[config.mk]
export PLATFORM = sky130hd
export DESIGN_NAME = add_round_key_stream_flat
export DESIGN_NICKNAME = d
export VERILOG_FILES = /design/src/rtl/add_round_key_stream_if.sv /design/src/rtl/add_round_key_stream.sv /design/src/flat_wrapper.sv
export SDC_FILE = /design/constraint.sdc
export NUM_CORES = 1
export LEC_CHECK = 0
export ABC_AREA = 1
export BUFFER_PORTS_ARGS = -buffer_cell sky130_fd_sc_hd__buf_4
export CORE_UTILIZATION = 55
export DETAILED_ROUTE_END_ITERATION = 10
export GPL_TIMING_DRIVEN = 0
export PLACE_DENSITY = 0.77
export SYNTH_ARGS = -nofsm -noshare
export SYNTH_HDL_FRONTEND = slang
export SYNTH_SLANG_ARGS = --single-unit
[constraint.sdc]
create_clock -name clk -period 14.9 [get_ports clk]
set_clock_uncertainty 0.2 [all_clocks]
set_input_delay 1.49 -clock clk [delete_from_list [all_inputs] [get_ports clk]]
set_output_delay 1.49 -clock clk [all_outputs]
set_load 0.03 [all_outputs]
[src/rtl/add_round_key_stream_if.sv]
// Handshake bundle for the streaming AddRoundKey stage: data, key and output channels.
interface add_round_key_stream_if #(
   parameter int DATA_W     = 128,
   parameter int KEY_DEPTH  = 4,
   parameter int NUM_ROUNDS = 10
);
   localparam int RW = $clog2(NUM_ROUNDS + 1);
   localparam int LW = $clog2(KEY_DEPTH + 1);

   logic              data_valid_in;
   logic              data_ready_out;
   logic [DATA_W-1:0] data_in;
   logic              bypass_in;
   logic              key_valid_in;
   logic              key_ready_out;
   logic [DATA_W-1:0] round_key;
   logic              valid_out;
   logic              ready_in;
   logic [DATA_W-1:0] data_out;
   logic [RW-1:0]     round_idx_out;
   logic              last_round_out;
   logic [LW-1:0]     key_level_out;

   modport master (
      output data_valid_in, data_in, bypass_in, key_valid_in, round_key, ready_in,
      input  data_ready_out, key_ready_out, valid_out, data_out, round_idx_out,
             last_round_out, key_level_out
   );

   modport slave (
      input  data_valid_in, data_in, bypass_in, key_valid_in, round_key, ready_in,
      output data_ready_out, key_ready_out, valid_out, data_out, round_idx_out,
             last_round_out, key_level_out
   );
endinterface

[src/rtl/add_round_key_stream.sv]
// Streaming AddRoundKey: XORs each data beat with the head of a round-key FIFO,
// tagging outputs with a wrapping round index. Bypass beats pass through unkeyed.
module add_round_key_stream #(
   parameter int DATA_W     = 128,
   parameter int KEY_DEPTH  = 4,
   parameter int NUM_ROUNDS = 10
) (
   input  logic clk,
   input  logic reset,
   input  logic clear_in,
   add_round_key_stream_if.slave bus
);
   localparam int RW = $clog2(NUM_ROUNDS + 1);
   localparam int LW = $clog2(KEY_DEPTH + 1);
   localparam int AW = $clog2(KEY_DEPTH);

   logic [DATA_W-1:0] key_mem_q [KEY_DEPTH];
   logic [AW-1:0]     wr_ptr_q, wr_ptr_d;
   logic [AW-1:0]     rd_ptr_q, rd_ptr_d;
   logic [LW-1:0]     level_q, level_d;
   logic [RW-1:0]     round_q, round_d;
   logic              valid_q, valid_d;
   logic [DATA_W-1:0] data_q, data_d;
   logic [RW-1:0]     idx_q, idx_d;
   logic              last_q, last_d;

   logic key_ready, data_ready, out_free, push, pop, accept;
   logic [DATA_W-1:0] head;

   assign head       = key_mem_q[rd_ptr_q];
   assign key_ready  = (level_q != LW'(KEY_DEPTH)) && !clear_in;
   assign out_free   = !valid_q || bus.ready_in;
   assign data_ready = out_free && (bus.bypass_in || level_q != '0) && !clear_in;
   assign push       = bus.key_valid_in && key_ready;
   assign accept     = bus.data_valid_in && data_ready;
   assign pop        = accept && !bus.bypass_in;

   always_comb begin
      wr_ptr_d = wr_ptr_q;
      rd_ptr_d = rd_ptr_q;
      level_d  = level_q;
      round_d  = round_q;
      valid_d  = valid_q;
      data_d   = data_q;
      idx_d    = idx_q;
      last_d   = last_q;
      if (clear_in) begin
         wr_ptr_d = '0;
         rd_ptr_d = '0;
         level_d  = '0;
         round_d  = '0;
         valid_d  = 1'b0;
      end else begin
         if (push) wr_ptr_d = wr_ptr_q + AW'(1);
         if (pop) begin
            rd_ptr_d = rd_ptr_q + AW'(1);
            round_d  = (round_q == RW'(NUM_ROUNDS)) ? '0 : round_q + RW'(1);
         end
         level_d = level_q + LW'(push) - LW'(pop);
         if (accept) begin
            valid_d = 1'b1;
            data_d  = bus.bypass_in ? bus.data_in : (bus.data_in ^ head);
            idx_d   = round_q;
            last_d  = !bus.bypass_in && (round_q == RW'(NUM_ROUNDS));
         end else if (bus.ready_in) begin
            valid_d = 1'b0;
         end
      end
   end

   always_ff @(posedge clk or negedge reset) begin
      if (!reset) begin
         wr_ptr_q <= '0;
         rd_ptr_q <= '0;
         level_q  <= '0;
         round_q  <= '0;
         valid_q  <= 1'b0;
         data_q   <= '0;
         idx_q    <= '0;
         last_q   <= 1'b0;
      end else begin
         wr_ptr_q <= wr_ptr_d;
         rd_ptr_q <= rd_ptr_d;
         level_q  <= level_d;
         round_q  <= round_d;
         valid_q  <= valid_d;
         data_q   <= data_d;
         idx_q    <= idx_d;
         last_q   <= last_d;
      end
   end

   // Key storage needs no reset: the level and pointers define what is valid.
   always_ff @(posedge clk) begin
      if (push) key_mem_q[wr_ptr_q] <= bus.round_key;
   end

   assign bus.key_ready_out  = key_ready;
   assign bus.data_ready_out = data_ready;
   assign bus.valid_out      = valid_q;
   assign bus.data_out       = data_q;
   assign bus.round_idx_out  = idx_q;
   assign bus.last_round_out = last_q;
   assign bus.key_level_out  = level_q;
endmodule
[src/flat_wrapper.sv]
// flat-port wrapper written by rule: the top's interface ports become plain ports
module add_round_key_stream_flat 
#(
   parameter int DATA_W     = 128,
   parameter int KEY_DEPTH  = 4,
   parameter int NUM_ROUNDS = 10
)
  (clk, reset, clear_in, bus_data_valid_in, bus_data_in, bus_bypass_in, bus_key_valid_in, bus_round_key, bus_ready_in, bus_data_ready_out, bus_key_ready_out, bus_valid_out, bus_data_out, bus_round_idx_out, bus_last_round_out, bus_key_level_out);
  add_round_key_stream_if #(.DATA_W(DATA_W), .KEY_DEPTH(KEY_DEPTH), .NUM_ROUNDS(NUM_ROUNDS)) bus_i ();
  input  logic clk;
  input  logic reset;
  input  logic clear_in;
  input wire logic [$bits(bus_i.data_valid_in)-1:0] bus_data_valid_in;
  input wire logic [$bits(bus_i.data_in)-1:0] bus_data_in;
  input wire logic [$bits(bus_i.bypass_in)-1:0] bus_bypass_in;
  input wire logic [$bits(bus_i.key_valid_in)-1:0] bus_key_valid_in;
  input wire logic [$bits(bus_i.round_key)-1:0] bus_round_key;
  input wire logic [$bits(bus_i.ready_in)-1:0] bus_ready_in;
  output wire logic [$bits(bus_i.data_ready_out)-1:0] bus_data_ready_out;
  output wire logic [$bits(bus_i.key_ready_out)-1:0] bus_key_ready_out;
  output wire logic [$bits(bus_i.valid_out)-1:0] bus_valid_out;
  output wire logic [$bits(bus_i.data_out)-1:0] bus_data_out;
  output wire logic [$bits(bus_i.round_idx_out)-1:0] bus_round_idx_out;
  output wire logic [$bits(bus_i.last_round_out)-1:0] bus_last_round_out;
  output wire logic [$bits(bus_i.key_level_out)-1:0] bus_key_level_out;
  assign bus_i.data_valid_in = bus_data_valid_in;
  assign bus_i.data_in = bus_data_in;
  assign bus_i.bypass_in = bus_bypass_in;
  assign bus_i.key_valid_in = bus_key_valid_in;
  assign bus_i.round_key = bus_round_key;
  assign bus_i.ready_in = bus_ready_in;
  assign bus_data_ready_out = bus_i.data_ready_out;
  assign bus_key_ready_out = bus_i.key_ready_out;
  assign bus_valid_out = bus_i.valid_out;
  assign bus_data_out = bus_i.data_out;
  assign bus_round_idx_out = bus_i.round_idx_out;
  assign bus_last_round_out = bus_i.last_round_out;
  assign bus_key_level_out = bus_i.key_level_out;
  add_round_key_stream #(.DATA_W(DATA_W), .KEY_DEPTH(KEY_DEPTH), .NUM_ROUNDS(NUM_ROUNDS)) u_core (.clk(clk), .reset(reset), .clear_in(clear_in), .bus(bus_i));
endmodule
==> key figures <==
Status
  – Status: complete, no violations

Drt
  – Antenna-violating nets left: 0
  – Vias/cell: 5.08
  – 1st-pass router iterations: 6
  – WL final: between 70000 and 80000 microns
  – Vias post-DR: 22600
  – DR iter-0 viols: approximately 1600
  – WL per Instance: roughly 17 microns
  – DRC: 0

Synthesis
  – Distinct cell type count after synthesis: 25
  – Yosys reg bits: ~660
  – Multiplexer share of the synthesized area: 0
  – Area leader, netlist: edfxtp_1
  – Syn_nets: 3466
  – Seq/Total Area, Yosys: 0.640
  – Post-synthesis adder-cell area fraction: 0.00405
  – XOR/XNOR share of the synthesized area: 0.00118
  – Synth Cell Area: 29700 sq um
  – Post-synth top area share: 0.518
  – Yosys warning count: 0
  – Main combinational cell family by area after synthesis: simple AND/OR/NAND/NOR gates
  – Syn avg cell area: approximately 9.3 sq um
  – Syn Inst Count: 3194
  – Post-Synth Simple-Gate Area: 0.239
  – Ranking of synthesized cells by area: edfxtp_1 52%, nand2_1 15%, dfrtp_1 12%, nand3_1 8.8%, inv_1 8.3%
  – Compound-Gate Fraction of Synth Area: 0.00219

Clock tree
  – TritonCTS Buffers: 69
  – CTS sink count: 657
  – H-tree depth: 3
  – Hold Buf Count CTS: 0
  – Root buf cell: clkbuf_16
  – CTS Buffer Depth: 3
  – Post-CTS Setup Inserts: 0
  – CTS resizes: 0
  – TritonCTS clock tree: yes
  – Worst-path clk slew: 0.06 ns
  – Worst-skew pair later-pin latency: slightly above 0.6 ns

Power and ir drop
  – Peak supply drop: around 0.00013 V
  – Pwr per Cell Area: 141 nW/um^2
  – Leak Pwr: 18.0 nW

GRT
  – Vias in the first global route: between 20000 and 25000
  – Antenna violations before repair: 9
  – First-pass GRT wire length: 117000 microns
  – Largest net degree at the start of global routing: 100
  – Total GRT Usage: 0.284
  – Congestion Overflow GR: 0

Finish
  – Post-layout nets: 3961
  – Design area: around 36000 sq um
  – Layout cells sized above 1: 0.176
  – Area growth syn-to-layout: 22.4%

Critical path
  – Critical Path RT: 13.21 ns
  – CP Class: in -> out
  – Most frequent CP cell: buf_4
  – CP arrival: 2.15 ns
  – Worst path buffer plus inverter count: 3
  – Largest delay share family, worst path: buffers and inverters
  – Critical path capture point type: output port
  – Worst path max stage delay: 0.21 ns
  – CP Launch Type: primary input
  – Critical Path, Cell by Cell: buf_4 -> a21oi_2 -> nand2_1 -> inv_1 -> buf_4
  – Critical-path maximum fanout: 6
  – Slowest CP cell: a21oi_2

Place
  – Area post-placement: approximately 34000 sq um
  – Placer Congestion: about 0.84
  – Hpwl dp: between 50000 and 60000 microns
  – Dpl ws: 10.84 ns
  – Port Buffers: 401

Run
  – Max cap viols: 0

Timing
  – Final period demand of the worst path: 3.84 ns
  – Slew headroom: 0.145
  – Unrepaired setup endpoints after global routing: no
  – Slew Viols, Final: 0
  – Final WS setup: ~11 ns
  – Final Hold Viols: 0
  – Worst-margin pin slew: 1.28 ns
  – Setup TNS: 0 ns
  – Final setup fails: 0
  – Fmax: approximately 260 MHz
  – Final Cycle Share: 0.258

Floorplan
  – Ports: around 400
  – Die Ht: 234 microns
  – Die area: 54900 sq um
  – Starting Density: 0.560
  – Num rows: 84
  – Core outline area: roughly 53000 sq um
  – Die Wd: 234 microns

Hold path
  – Hold Crit Class: reg -> reg
==> layer usage <==
metal	wire, microns	up-vias	global-route usage
li1	-	10900	-
met1	30300	10600	0.365
met2	38100	866	0.470
met3	6660	143	0.0614
met4	2370	10	0.115
met5	64	-	0
==> cells in the mapped netlist (all sizes together) <==
library cell  number
clkbuf            13
o21ai              8
nor2               8
xnor2              1
clkinv             2
inv              659
nand3b             2
xor2               3
a21oi              3
buf              130
nand4              1
nand2           1173
edfxtp           512
nand3            524
a31oi              1
dfrtp            145
fa                 1
ha                 8
==> final timing paths <==
kind / depth (start not counted) / from / to / slack (ns)
worst max register to register: 7 / u_core.bus.key_level_out[1] / u_core.key_mem_q[2][88] / 11.93
worst min-delay path: 2 / u_core.bus.data_out[38] / u_core.bus.data_out[38] / 0.28
min in group asynchronous: 1 / reset / u_core.bus.data_out[23] / 0.57
worst min register to register: 2 / u_core.bus.data_out[38] / u_core.bus.data_out[38] / 0.28
max in group asynchronous: 2 / reset / u_core.bus.data_out[127] / 13.02
worst max-delay path: 5 / clear_in / bus_data_ready_out / 11.06
==> sequential cells by signal, indices dropped and copies added, names as in the netlist <==
register,count
u_core.rd_ptr_q,2
u_core.bus.data_out,128
u_core.bus.valid_out,1
u_core.round_q,4
u_core.bus.last_round_out,1
u_core.wr_ptr_q,2
u_core.bus.key_level_out,3
u_core.bus.round_idx_out,4
u_core.key_mem_q,512
==> tightest hold or removal path: cells and delay by family (launching register included) <==
family        cells  cell delay (ns)
flops             1             0.34
simple gates      2             0.10
==> placed cells by master, fill, tap and decap left out, drive strengths merged, types with 4 or more instances in the layout <==
master  Yosys  final
edfxtp    512    512
inv       659    662
clkbuf     13    107
diode       0      4
o21ai       8      8
nand2    1173   1173
ha          8      8
nand3     524    524
clkinv      2     28
dfrtp     145    145
nor2        8      8
buf       130    554
bufinv      0      4
==> stage by stage <==
step                      instances   util  hold WS (ns)  power, W
after floorplan                3194      -         0.313   0.00299
after global placement         4283  0.633         0.263   0.00346
after detailed placement       4305  0.644         0.266   0.00347
after CTS                      4433  0.685         0.282   0.00515
after global routing           4435  0.686         0.289   0.00534
final                          4438  0.686         0.276   0.00513
==> power by group <==
group / internal [W] / switching [W]
sequential: 0.00220 / 0.000102
combinational: 0.000400 / 0.000737
clock: 0.000979 / 0.000710
==> cell families after synthesis <==
family                     count (synthesis)
AOI/OAI and AO/OA                         12
and+or+nand+nor                         1708
xor gates and xnor gates                   4
DFF                                      657
adders and majority gates                  9
buffers and inverters                    804
==> layout make-up <==
cell class	count	area (sq um)
multi-input cells	1733	7340
diodes	4	10.0
inverters	661	2480
well taps	688	861
fillers	3936	16600
repair buffers	424	3530
flip-flops and latches	657	19000
clock inverters	34	287
clock buffers	94	1920
plain buffers	143	888
(Power assumes the default switching activity.)
